### config.mk
export PLATFORM = sky130hd
export DESIGN_NAME = memory_router
export DESIGN_NICKNAME = d
export VERILOG_FILES = /design/src/rtl/memory_map_pkg.sv /design/src/rtl/memory_region_decoder.sv /design/src/rtl/memory_router.sv
export SDC_FILE = /design/constraint.sdc
export NUM_CORES = 1
export LEC_CHECK = 0
export ABC_AREA = 1
export CORE_MARGIN = 2
export CORE_UTILIZATION = 40
export CTS_CLUSTER_SIZE = 30
export DETAILED_ROUTE_END_ITERATION = 8
export PLACE_DENSITY = 0.74
export RECOVER_POWER = 50
export SYNTH_ARGS = -nofsm -noshare
export SYNTH_HDL_FRONTEND = slang
export SYNTH_SLANG_ARGS = --single-unit
export TNS_END_PERCENT = 50
### constraint.sdc
create_clock -name clk -period 2.8 [get_ports clk]
set_input_delay 0.56 -clock clk [delete_from_list [all_inputs] [get_ports clk]]
set_output_delay 0.56 -clock clk [all_outputs]
set_load 0.05 [all_outputs]
### src/rtl/memory_map_pkg.sv
// Shared address-map constants, region classification and router FSM states.
package memory_map_pkg;

  localparam logic [31:0] TEXT_BASE = 32'h0000_0000;
  localparam logic [31:0] TEXT_END  = 32'h0FFF_FFFF;
  localparam logic [31:0] DATA_BASE = 32'h1000_0000;
  localparam logic [31:0] DATA_END  = 32'h7FFF_FFFF;
  localparam logic [31:0] IO_BASE   = 32'hFFFF_0000;
  localparam logic [31:0] IO_END    = 32'hFFFF_FFFF;

  typedef enum logic [1:0] {
    TEXT,
    DATA,
    IO,
    UNMAPPED
  } region_t;

  typedef enum logic [1:0] {
    IDLE,
    ACCESS,
    WAIT,
    RESP
  } state_t;

endpackage

### src/rtl/memory_region_decoder.sv
// Combinational virtual-address decoder: region, bounds check and target-local word address.
module memory_region_decoder
  import memory_map_pkg::*;
#(
  parameter int unsigned PHYS_ADDR_BITS  = 11,
  parameter int unsigned IO_ADDR_BITS    = 4,
  parameter int unsigned DS_OFFSET_SHIFT = 1
) (
  input  logic [31:0]               address,
  output region_t                   region,
  output logic                      in_bounds,
  output logic [PHYS_ADDR_BITS-1:0] phys_offset,
  output logic [IO_ADDR_BITS-1:0]   io_offset
);

  localparam logic [31:0] PHYS_SIZE = 32'(1) << PHYS_ADDR_BITS;
  localparam logic [31:0] HALF      = PHYS_SIZE >> DS_OFFSET_SHIFT;
  localparam logic [31:0] IO_SIZE   = 32'(1) << IO_ADDR_BITS;

  logic [31:0] offset;

  always_comb begin
    region = UNMAPPED;
    offset = '0;
    if (address <= TEXT_END) begin
      region = TEXT;
      offset = address - TEXT_BASE;
    end else if (address >= DATA_BASE && address <= DATA_END) begin
      region = DATA;
      offset = address - DATA_BASE;
    end else if (address >= IO_BASE) begin
      region = IO;
      offset = address - IO_BASE;
    end

    case (region)
      TEXT:    in_bounds = offset < HALF;
      DATA:    in_bounds = offset < (PHYS_SIZE - HALF);
      IO:      in_bounds = offset < IO_SIZE;
      default: in_bounds = 1'b0;
    endcase

    // Data segment sits in the upper part of physical memory.
    phys_offset = (region == DATA) ? PHYS_ADDR_BITS'(offset + HALF)
                                   : PHYS_ADDR_BITS'(offset);
    io_offset   = IO_ADDR_BITS'(offset);
  end

endmodule

### src/rtl/memory_router.sv
// Routes CPU virtual accesses to physical memory or IO with fixed wait states.
// Optional macro TEXT_WP_EN: writes to the TEXT region fault instead of being forwarded.
module memory_router
  import memory_map_pkg::*;
#(
  parameter int unsigned PHYS_ADDR_BITS  = 11,
  parameter int unsigned IO_ADDR_BITS    = 4,
  parameter int unsigned DS_OFFSET_SHIFT = 1,
  parameter int unsigned PHYS_WAIT       = 1,
  parameter int unsigned IO_WAIT         = 0
) (
  input  logic                      clk,
  input  logic                      rst,
  input  logic                      reqVirt,
  input  logic                      wEnVirt,
  input  logic [31:0]               addressVirt,
  input  logic [31:0]               dataInVirt,
  output logic                      readyVirt,
  output logic [31:0]               dataOutVirt,
  output logic                      faultVirt,
  output logic [PHYS_ADDR_BITS-1:0] addressPhys,
  output logic [31:0]               dataInPhys,
  input  logic [31:0]               dataOutPhys,
  output logic                      wEnPhys,
  output logic                      rstPhys,
  output logic [IO_ADDR_BITS-1:0]   addressIO,
  output logic [31:0]               dataInIO,
  input  logic [31:0]               dataOutIO,
  output logic                      wEnIO,
  output logic                      rstIO
);

`ifdef TEXT_WP_EN
  localparam logic TEXT_WP = 1'b1;
`else
  localparam logic TEXT_WP = 1'b0;
`endif

  localparam logic [3:0] PHYS_WAIT_C = 4'(PHYS_WAIT);
  localparam logic [3:0] IO_WAIT_C   = 4'(IO_WAIT);

  state_t                    state, state_next;
  region_t                   dec_region;
  logic                      dec_in_bounds;
  logic [PHYS_ADDR_BITS-1:0] dec_phys;
  logic [IO_ADDR_BITS-1:0]   dec_io;
  logic                      req_fault;
  region_t                   req_region;
  logic                      req_we;
  logic [3:0]                wait_cnt;
  logic [3:0]                wait_load;
  logic                      resp_entry;

  assign rstPhys = rst;
  assign rstIO   = rst;

  memory_region_decoder #(
    .PHYS_ADDR_BITS (PHYS_ADDR_BITS),
    .IO_ADDR_BITS   (IO_ADDR_BITS),
    .DS_OFFSET_SHIFT(DS_OFFSET_SHIFT)
  ) u_decoder (
    .address    (addressVirt),
    .region     (dec_region),
    .in_bounds  (dec_in_bounds),
    .phys_offset(dec_phys),
    .io_offset  (dec_io)
  );

  always_comb begin
    req_fault = !dec_in_bounds || (dec_region == UNMAPPED) ||
                (TEXT_WP && dec_region == TEXT && wEnVirt);
    wait_load = (req_region == IO) ? IO_WAIT_C : PHYS_WAIT_C;
  end

  always_ff @(posedge clk) begin
    if (rst) state <= IDLE;
    else     state <= state_next;
  end

  always_comb begin
    state_next = state;
    case (state)
      IDLE:    if (reqVirt) state_next = req_fault ? RESP : ACCESS;
      ACCESS:  state_next = (wait_load != 4'd0) ? WAIT : RESP;
      WAIT:    if (wait_cnt <= 4'd1) state_next = RESP;
      RESP:    state_next = IDLE;
      default: state_next = IDLE;
    endcase
    resp_entry = (state_next == RESP) && (state != RESP);
  end

  always_ff @(posedge clk) begin
    if (rst) begin
      readyVirt   <= 1'b0;
      faultVirt   <= 1'b0;
      dataOutVirt <= '0;
      addressPhys <= '0;
      dataInPhys  <= '0;
      wEnPhys     <= 1'b0;
      addressIO   <= '0;
      dataInIO    <= '0;
      wEnIO       <= 1'b0;
      wait_cnt    <= '0;
      req_region  <= UNMAPPED;
      req_we      <= 1'b0;
    end else begin
      readyVirt <= resp_entry;
      faultVirt <= resp_entry && (state == IDLE);
      wEnPhys   <= 1'b0;
      wEnIO     <= 1'b0;

      case (state)
        IDLE: if (reqVirt) begin
          req_region <= dec_region;
          req_we     <= wEnVirt;
          // Target outputs are loaded here so they are already visible in the ACCESS cycle.
          if (!req_fault) begin
            if (dec_region == IO) begin
              addressIO <= dec_io;
              dataInIO  <= dataInVirt;
              wEnIO     <= wEnVirt;
            end else begin
              addressPhys <= dec_phys;
              dataInPhys  <= dataInVirt;
              wEnPhys     <= wEnVirt;
            end
          end
        end
        ACCESS:  wait_cnt <= wait_load;
        WAIT:    wait_cnt <= wait_cnt - 4'd1;
        default: ;
      endcase

      if (resp_entry) begin
        dataOutVirt <= (state == IDLE || req_we) ? '0
                     : ((req_region == IO) ? dataOutIO : dataOutPhys);
        addressPhys <= '0;
        dataInPhys  <= '0;
        addressIO   <= '0;
        dataInIO    <= '0;
      end
    end
  end

endmodule

==> results.json <==
{
  "p_leak_uw": 0.00481,
  "syn_to_final_growth_pct": 57.4,
  "synth_ff_type": "dfxtp_1",
  "p_total_uw": 6920,
  "fin_util_pct": 64.4,
  "p_switching_uw": 2780,
  "fin_area_um2": 10300,
  "clock-root-buffer": "clkbuf_16",
  "required_ns": 3.15,
  "place_hpwl_mm": 14.2,
  "cts.sinks": 124,
  "ys_ff_latch": 124,
  "yosysTopAreaCell": "dfxtp_1",
  "layout.nets": 1413,
  "slowest_delay_ns": 0.52,
  "fin_hold_ws_ns": 0.457,
  "clk_pin_slew_ns": 0.05,
  "drcViolationCount": 0,
  "synthSimpleGateAreaFrac_pct": 43.0,
  "start_kind": "primary input",
  "worst_r2r_path_depth": 8,
  "intPower_uw": 4140,
  "min_period_over_period_pct": 93.8,
  "drt_iter0_drc": 496,
  "synth_top_area_share_pct": 38.0,
  "switching_share_pct": 40.2,
  "wirelength_mm": 21.7,
  "syn_nets": 1153,
  "grt.total_usage_pct": 23.5,
  "syn_avg_cell_area_um2": 6.47,
  "cts_tree": "done",
  "cp_slowest_cell": "clkdlybuf4s50_1",
  "core-area_um2": 15900,
  "r2r-start": "state[0]$_SDFF_PP0_",
  "synthArstFlopShare_pct": 0,
  "slew_headroom_pct": 34.7,
  "rows": 46,
  "fin_tns_setup_ns": 0,
  "seq_area_frac_synth_pct": 38.0,
  "htreeDepth": 4,
  "pin_count": 249,
  "start_util_pct": 41.0,
  "worstSetupEndpoint": "dataInPhys[6]$_SDFFE_PP0P_",
  "status": "completed",
  "synthMuxAreaShare_pct": 0.172,
  "fin_worst_skew_ns": 0.00547,
  "grt_pass1_vias": 6824,
  "cp-startpoint": "addressVirt[20]",
  "grt_overflow": 0,
  "ir_drop_v": 0.000480,
  "maxClockFrequency_mhz": 381,
  "vias": 7446,
  "synth_area_leaders": "dfxtp_1, nand2_1, nand4_1, nor2_1, inv_1",
  "die_y_um": 132,
  "clkLatencyLatePin_ns": 0.41,
  "seq_power_share_pct": 29.0,
  "slew_violations": 0,
  "die_area_um2": 17400,
  "syn_inst": 1009,
  "grt_max_degree": 48,
  "worstReg2RegEnd": "dataInIO[9]$_SDFFE_PP0P_",
  "rrSetupSlack_ns": 0.74,
  "port_buffers": 248,
  "yosysMostFrequentCell": "nand2_1",
  "synth_compound_area_share_pct": 4.52,
  "ys_types": 30,
  "antenna_found_initial": 0,
  "dr.pass1.iters": 5,
  "via_per_inst": 4.98,
  "synth_common_cells": "nand2_1, nor2_1, dfxtp_1",
  "hold_viol": 0,
  "path_cells": "clkdlybuf4s50_1, nand2_1, nor2_1, nand2_1, nand2_1, nand2_1, o21ai_2, nand4_1, nor2_2, nand2_2, nor2_4, clkbuf_16, buf_6, nand4_1, nand2_1, inv_1, nor2_1",
  "synth_fa_ha_area_share_pct": 2.30,
  "maxCapViolCount": 0,
  "end_kind": "register",
  "pwr-share-comb_pct": 41.0,
  "power.share.clock_pct": 30.0,
  "diodes": 0,
  "worst-setup-path-type": "in -> reg",
  "fp.dieW_um": 132,
  "postRouteAntennaNets": 0,
  "wl_per_cell_um": 14.5,
  "worstMarginPinSlew_ns": 0.978,
  "hold_path_class": "reg -> reg",
  "numCtsBuffers": 17,
  "power_density_nw_per_um2": 674,
  "crit_top_cell": "nand2_1",
  "layout-drive-gt1-share_pct": 8.91,
  "crit_fanout": 9,
  "finalSetupViolCount": 0,
  "gp_congestion": 0.857,
  "synth-xor-area-share_pct": 0,
  "clockBufferDepth": 2,
  "ys.warnings.count": 0,
  "place_area_um2": 9440,
  "synth-edff-count": 0,
  "period_needed_ns": 2.63,
  "crit_arrival_ns": 2.97,
  "synth_top_family_by_area": "simple AND/OR/NAND/NOR gates",
  "grt_pass1_wl_mm": 33.5,
  "syn_area_um2": 6530
}
[final cells by class]
class / instances / area, um^2
clock buffer: 22 / 454
clock inverter: 7 / 93.8
fill: 1458 / 5670
inverter: 112 / 420
multi-input combinational: 703 / 3310
sequential: 124 / 2480
tap: 216 / 270
timing repair buffer: 311 / 3240
[what timing repair did]
| action | CTS | global route |
|---|---|---|
| setup buffers | 0 | 1 |
| gates resized for setup | 0 | 26 |
| hold buffers | 0 | 0 |
| endpoints found under the setup margin | 0 | 113 |
[cell families (layout without fill, tap and decap cells)]
logic type,after synthesis,in the layout
flip-flops,124,124
buffers and inverters,182,452
AO/OA/AOI/OAI,57,57
multiplexers,1,1
adder cells (fa/ha/maj),12,12
AND/OR/NAND/NOR,633,633
[layer usage]
layer	track usage [%]	up-vias	share of wire (%)
li1	-	3757	-
met1	28.9	3366	42
met2	39.1	288	48
met3	7.11	35	8.0
met4	8.45	0	1.9
met5	0	-	0
[cells in the final DEF (no fill, tap or decap), types with 2 or more instances in the layout]
| cell | n |
|---|---|
| a21oi_1 | 44 |
| a21oi_2 | 2 |
| buf_12 | 11 |
| buf_4 | 42 |
| buf_6 | 2 |
| bufinv_16 | 2 |
| clkbuf_1 | 6 |
| clkbuf_16 | 25 |
| clkdlybuf4s50_1 | 132 |
| clkinv_2 | 2 |
| clkinvlp_4 | 2 |
| dfxtp_1 | 124 |
| dlygate4sd3_1 | 110 |
| dlymetal6s2s_1 | 4 |
| ha_1 | 10 |
| ha_2 | 2 |
| inv_1 | 110 |
| inv_2 | 2 |
| nand2_1 | 325 |
| nand2_2 | 5 |
| nand3_1 | 41 |
| nand4_1 | 116 |
| nor2_1 | 125 |
| nor2_2 | 4 |
| nor2_4 | 2 |
| nor3_1 | 6 |
| o21ai_0 | 7 |
[power groups by stage]
| stage | registers [uW] | logic, uW | clock network (uW) |
|---|---|---|---|
| 2_1_floorplan | 2390 | 1430 | 0 |
| 3_3_place_gp | 2040 | 2770 | 0 |
| 3_5_place_dp | 2040 | 2770 | 0 |
| 4_1_cts | 2010 | 2780 | 2120 |
| 5_1_grt | 2020 | 3070 | 2190 |
| 6_report | 2000 | 2840 | 2080 |
[stage by stage]
stage / worst slack [ns] / std cells
CTS: 0.120 / 1485
floorplan: 0.451 / 1009
global route: -0.0193 / 1495
detailed placement: -0.321 / 1456
global placement: -0.260 / 1456
finish: 0.173 / 1495
[registers in the layout, indices dropped and copies added, names as in the netlist, 2 cells and up]
name	cells
dataInPhys	32
dataOutVirt	32
addressPhys	11
wait_cnt	4
dataInIO	32
state	2
addressIO	4
req_region	2
[critical path, delay by kind of cell]
family                 cells  cell delay [ns]
AND/OR/NAND/NOR           12             1.34
AO/OA/AOI/OAI              1             0.15
buffers and inverters      4             0.91
[how the worst min path moves through the flow]
stage | startpoint | endpoint | slack (ns) | cells past startpoint
after global routing | dataOutVirt[1]$_SDFFE_PP0P_ | dataOutVirt[1]$_SDFFE_PP0P_ | 0.47 | 2
final | dataOutVirt[25]$_SDFFE_PP0P_ | dataOutVirt[25]$_SDFFE_PP0P_ | 0.46 | 2
after detailed placement | dataOutVirt[6]$_SDFFE_PP0P_ | dataOutVirt[6]$_SDFFE_PP0P_ | 0.46 | 2
after global placement | dataOutVirt[2]$_SDFFE_PP0P_ | dataOutVirt[2]$_SDFFE_PP0P_ | 0.45 | 2
after floorplan | req_region[0]$_SDFFE_PP1P_ | req_region[0]$_SDFFE_PP1P_ | 0.44 | 2
after CTS | dataOutVirt[0]$_SDFFE_PP0P_ | dataOutVirt[0]$_SDFFE_PP0P_ | 0.46 | 2
Note: power is estimated with default switching activity, not from simulation.
